$ cat src/rtl/approx_adder_mse_monitor.sv
`default_nettype none
// ============================================================================
// Module  : approx_adder_mse_monitor
// Purpose : Error statistics (SSE, SAE, max |err|, count) of an approximate
//           adder over a run of N_SAMPLES. Option macro: BIAS_ACC_EN adds a
//           signed, saturating error-sum output 'bias'.
// Revision: 1.0 - initial release
// ============================================================================
module approx_adder_mse_monitor #(
  parameter int WIDTH     = 16,
  parameter int N_SAMPLES = 1024,
  parameter int ACC_W     = 64
) (
  input  logic               clk,
  input  logic               rst_n,
  input  logic               start,
  input  logic               in_valid,
  output logic               in_ready,
  input  logic [WIDTH-1:0]   IN1,
  input  logic [WIDTH-1:0]   IN2,
  input  logic [WIDTH:0]     APPROX,
  output logic [ACC_W-1:0]   sse,
  output logic [WIDTH+23:0]  sae,
  output logic [WIDTH:0]     max_err,
  output logic [31:0]        count,
  output logic               done
`ifdef BIAS_ACC_EN
  ,output logic signed [WIDTH+23:0] bias
`endif
);

  localparam logic [1:0]  S_IDLE  = 2'd0;
  localparam logic [1:0]  S_RUN   = 2'd1;
  localparam logic [1:0]  S_DRAIN = 2'd2;
  localparam logic [1:0]  S_DONE  = 2'd3;
  localparam logic [31:0] c_LAST  = 32'(N_SAMPLES - 1);

  logic [1:0]         r_state;
  logic [1:0]         w_state_nxt;
  logic               r_drain_cnt;
  logic               r_s1_valid;
  logic [WIDTH+1:0]   r_s1_err;
  logic [ACC_W-1:0]   r_sse;
  logic [WIDTH+23:0]  r_sae;
  logic [WIDTH:0]     r_max;
  logic [31:0]        r_count;

  logic               w_accept;
  logic               w_last;
  logic               w_clear;
  logic [WIDTH:0]     w_exact;
  logic [WIDTH+1:0]   w_err;
  logic [WIDTH:0]     w_abs;
  logic [2*WIDTH+1:0] w_sq;
  logic [ACC_W:0]     w_sse_sum;
  logic [WIDTH+24:0]  w_sae_sum;

  assign w_accept = in_valid & in_ready;
  assign w_last   = (r_count == c_LAST);
  assign w_clear  = start & ((r_state == S_IDLE) | (r_state == S_DONE));

  // APPROX and exact are both unsigned; one extra bit makes the difference signed.
  assign w_exact = {1'b0, IN1} + {1'b0, IN2};
  assign w_err   = {1'b0, APPROX} - {1'b0, w_exact};

  assign w_abs     = r_s1_err[WIDTH+1] ? (WIDTH+1)'(-r_s1_err) : r_s1_err[WIDTH:0];
  assign w_sq      = {{(WIDTH+1){1'b0}}, w_abs} * {{(WIDTH+1){1'b0}}, w_abs};
  assign w_sse_sum = {1'b0, r_sse} + (ACC_W+1)'(w_sq);
  assign w_sae_sum = {1'b0, r_sae} + (WIDTH+25)'(w_abs);

  // State register
  always_ff @(posedge clk or negedge rst_n) begin
    if (!rst_n) begin
      r_state     <= S_IDLE;
      r_drain_cnt <= 1'b0;
    end else begin
      r_state     <= w_state_nxt;
      r_drain_cnt <= (r_state == S_DRAIN) ? ~r_drain_cnt : 1'b0;
    end
  end

  // Next-state logic
  always_comb begin
    w_state_nxt = r_state;
    case (r_state)
      S_IDLE:  if (start) w_state_nxt = S_RUN;
      S_RUN:   if (w_accept && w_last) w_state_nxt = S_DRAIN;
      S_DRAIN: if (r_drain_cnt) w_state_nxt = S_DONE;
      S_DONE:  if (start) w_state_nxt = S_RUN;
      default: w_state_nxt = S_IDLE;
    endcase
  end

  // Output logic
  always_comb begin
    in_ready = 1'b0;
    done     = 1'b0;
    case (r_state)
      S_RUN:   in_ready = 1'b1;
      S_DONE:  done     = 1'b1;
      default: ;
    endcase
  end

  // S1: error capture and sample count
  always_ff @(posedge clk or negedge rst_n) begin
    if (!rst_n) begin
      r_s1_valid <= 1'b0;
      r_s1_err   <= '0;
      r_count    <= '0;
    end else if (w_clear) begin
      r_s1_valid <= 1'b0;
      r_s1_err   <= '0;
      r_count    <= '0;
    end else begin
      r_s1_valid <= w_accept;
      if (w_accept) begin
        r_s1_err <= w_err;
        r_count  <= r_count + 32'd1;
      end
    end
  end

  // S2: saturating accumulation
  always_ff @(posedge clk or negedge rst_n) begin
    if (!rst_n) begin
      r_sse <= '0;
      r_sae <= '0;
      r_max <= '0;
    end else if (w_clear) begin
      r_sse <= '0;
      r_sae <= '0;
      r_max <= '0;
    end else if (r_s1_valid) begin
      r_sse <= w_sse_sum[ACC_W] ? '1 : w_sse_sum[ACC_W-1:0];
      r_sae <= w_sae_sum[WIDTH+24] ? '1 : w_sae_sum[WIDTH+23:0];
      if (w_abs > r_max) r_max <= w_abs;
    end
  end

`ifdef BIAS_ACC_EN
  logic signed [WIDTH+23:0] r_bias;
  logic        [WIDTH+24:0] w_bias_sum;

  assign w_bias_sum = {r_bias[WIDTH+23], r_bias} + {{23{r_s1_err[WIDTH+1]}}, r_s1_err};

  // Overflow shows as disagreement between the two top bits of the sum.
  always_ff @(posedge clk or negedge rst_n) begin
    if (!rst_n) begin
      r_bias <= '0;
    end else if (w_clear) begin
      r_bias <= '0;
    end else if (r_s1_valid) begin
      if (w_bias_sum[WIDTH+24] != w_bias_sum[WIDTH+23])
        r_bias <= {w_bias_sum[WIDTH+24], {(WIDTH+23){~w_bias_sum[WIDTH+24]}}};
      else
        r_bias <= w_bias_sum[WIDTH+23:0];
    end
  end

  assign bias = r_bias;
`endif

  assign sse     = r_sse;
  assign sae     = r_sae;
  assign max_err = r_max;
  assign count   = r_count;

endmodule
`default_nettype wire

$ cat config.mk
export PLATFORM = sky130hd
export DESIGN_NAME = approx_adder_mse_monitor
export DESIGN_NICKNAME = d
export VERILOG_FILES = /design/src/rtl/approx_adder_mse_monitor.sv
export SDC_FILE = /design/constraint.sdc
export NUM_CORES = 1
export LEC_CHECK = 0
export CAP_MARGIN = 20
export CORE_UTILIZATION = 40
export DETAILED_ROUTE_END_ITERATION = 12
export GPL_TIMING_DRIVEN = 1
export PLACE_DENSITY = 0.72
export SYNTH_ARGS = -nofsm -noshare
export SYNTH_HDL_FRONTEND = slang
export SYNTH_SLANG_ARGS = --single-unit
$ cat constraint.sdc
create_clock -name clk -period 10.4 [get_ports clk]
set_input_delay 2.6 -clock clk [delete_from_list [all_inputs] [get_ports clk]]
set_output_delay 2.6 -clock clk [all_outputs]
set_load 0.01 [all_outputs]
==> results.md <==
* FILL cells at between 4k and 5k
* Worst-margin pin slew at approximately 1.0 ns
* Setup TNS Final at 0 ns
* Vias in the first global route at 17.8k
* Layout cells sized above 1 at 0.0412
* Ant. Diodes at 0
* Core area at 0.0501 sq mm
* Status: complete, no violations
* Buffers & Inverters on Critical Path at 8
* ANT nets after route at 0
* Mux contribution to synthesized area at 0.00402
* Initial antenna violation count at 0
* Initial DRC Count at 1165
* Syn Area/Cell at 8.76 sq um
* Skew final at 0.0232 ns
* GRT Resource Usage Total at 0.243
* # rows at 82
* Final nets at 2952
* Area of the multi-input gates at 0.0139 sq mm
* Detail Placement HPWL at between 40 and 50 mm
* Die area at 0.0515 sq mm
* EDFF count, synth at 0
* Worst EP arrival at a little over 10 ns
* Area share of and/or/nand/nor cells after synthesis at 0.145
* Crit-path max FO at 11
* Main combinational cell family by area after synthesis: adder cells
* Asr flop ratio synth at 1.00
* Max Cap Viol at 0
* Synth area leader: fa_1
* Top cell type's share of synthesized area at 0.238
* CTS buffer count at 17
* GRT Residual Overflow at 0
* Hold Fails Final Rpt at 0
* Post-Route WL at between 50 and 60 mm
* Synth Area in Compound Gates at 0.140
* CTS Root Cell: clkbuf_16
* Register area at 0.00438 sq mm
* Top cells by area, synth: fa_1 24%, dfrtp_1 22%, ha_1 11%, inv_1 8.3%, nor2_1 3.6%
* Top FF cell, synth: dfrtp_1
* Slew Limit Fails at 0
* Worst slew margin at 0.311
* First-pass GRT wire length at 95.4 mm
* Post-Synth Adder-Cell Area at 0.343
* Netlist cell types at 77
* Crit. End Element: flop
* Seq cells post-synth at 175
* Crit path max-delay family: adder cells
* IO Count at 208
* Die X at 227 microns
* DR WL/cell at 18.9 microns
* H-tree levels at 4
* Slowest cell on crit path: a2111oi_0
* Req. time, crit path at 10.72 ns
* Startpoint types: flop
* Die Y at 227 microns
* Hold Crit Class: reg -> reg
* Clock-pin slew on the worst setup and hold paths at 0.09 ns
* Xor/xnor share of the synthesized area at 0.0517
* Max Fclk at 101 MHz
* Yosys warns at 0
* Largest net degree at the start of global routing at 87
* Hold-fix buffers at CTS at 0
* Post-Syn Instances at 2313
* Vias per std cell at between 5 and 6
* Delay of the slowest critical-path stage at 0.75 ns
* Starting density of the core at 0.404
* Clock Latency Late Sink at 0.50 ns
* Maximum clock path buffer count at 2
* Pre-antenna DRT Iters at 8
* Final Critical Period at 9.88 ns
* Synthesis-to-layout area growth at 17.2%
* RSZ-0062 raised after global routing: no
* Critical path class: reg -> reg
* # port buffers at around 210
* # DRC at 0
* Vias at roughly 17k
* Fin crit share at 0.950
* Global placement routability congestion at between 0.9 and 1
* Finish-stage setup viols at 0
* CTS tree: built
* Post-Syn Area at slightly above 0.02 sq mm
* CTS sink count at 175
* Syn_nets at 2777
* Seq/Total Area, Yosys at 0.216
-- cells in the final DEF, fill, tap and decap left out, drive strengths merged, types with 15 or more instances in the layout --
| cell type | n |
|---|---|
| a211oi | 36 |
| a21o | 30 |
| a21oi | 110 |
| a31oi | 52 |
| and3 | 38 |
| buf | 33 |
| clkbuf | 17 |
| clkdlybuf4s50 | 206 |
| dfrtp | 175 |
| fa | 241 |
| ha | 170 |
| inv | 457 |
| nand2 | 195 |
| nand3 | 43 |
| nand4 | 26 |
| nor2 | 193 |
| nor3 | 36 |
| nor4 | 15 |
| o21ai | 120 |
| xnor2 | 56 |
| xor2 | 61 |
-- kinds of logic after synthesis --
| group | after synthesis |
|---|---|
| AND/OR/NAND/NOR | 627 |
| buffers and inverters | 534 |
| AO/OA/AOI/OAI | 441 |
| adder cells (fa/ha/maj) | 411 |
| flip-flops | 175 |
| XOR/XNOR | 117 |
| multiplexers | 8 |
-- state kept, by name, indices dropped and copies added (netlist names) --
register and cells:
sse 64, r_state 2, r_s1_err 18, max_err 17
count 32, sae 40, r_drain_cnt 1, r_s1_valid 1
-- routing by layer --
metal / up-vias / part of all wire / global-route usage
li1: 7908 / - / -
met3: 119 / 0.080 / 0.0564
met2: 728 / 0.48 / 0.407
met5: - / 0 / 0
met4: 0 / 0.039 / 0.103
met1: 8541 / 0.40 / 0.299
-- stage by stage --
stage               cell area, sq um   util  cells  hold WS (ns)  setup WS (ns)
floorplan                      20300      -   2313         0.388           1.68
global placement               23100  0.461   3141         0.406          0.970
detailed placement             23100  0.461   3141         0.409          0.742
CTS                            23700  0.474   3173         0.423          0.696
global route                   23700  0.474   3173         0.456         0.0372
finish                         23700  0.474   3173         0.414          0.522
-- synth_stat cells, drive strengths merged (36+ instances only) --
cell type and n:
inv 450, a31oi 52, nand2 195, o21ai 120, fa 241, nand3 43
xnor2 56, dfrtp 175, nor2 193, a21oi 110, xor2 61, nor3 36
clkbuf 64, a211oi 36, and3 38, ha 170
-- final timing paths --
check | startpoint | endpoint | slack, ns | cells after the start
max | r_s1_err[0]$_DFFE_PN0P_ | sse[13]$_DFFE_PN0P_ | 0.52 | 30
min | r_drain_cnt$_DFF_PN0_ | r_drain_cnt$_DFF_PN0_ | 0.41 | 1
max reg2reg | r_s1_err[0]$_DFFE_PN0P_ | sse[13]$_DFFE_PN0P_ | 0.52 | 30
min reg2reg | r_drain_cnt$_DFF_PN0_ | r_drain_cnt$_DFF_PN0_ | 0.41 | 1
max in group asynchronous | rst_n | sse[43]$_DFFE_PN0P_ | 7.01 | 2
min in group asynchronous | rst_n | sse[34]$_DFFE_PN0P_ | 2.16 | 1
-- what timing repair did --
action | 4_1_cts | 5_1_grt
resized for setup | 0 | 1
setup endpoints to repair | 0 | 9
buffers inserted | 0 | 0
-- layout make-up --
cell class	instances	share of cell area
Sequential cell	175	0.185
Clock buffer	17	0.0179
Clock inverter	15	0.00949
Tap cell	672	0.0354
Multi-Input combinational cell	1604	0.584
Timing Repair Buffer	239	0.0975
Inverter	451	0.0713
Power is left out: the tool's default activity adds up to more than one toggle a clock period on the data nets, which glitch-free logic cannot reach.
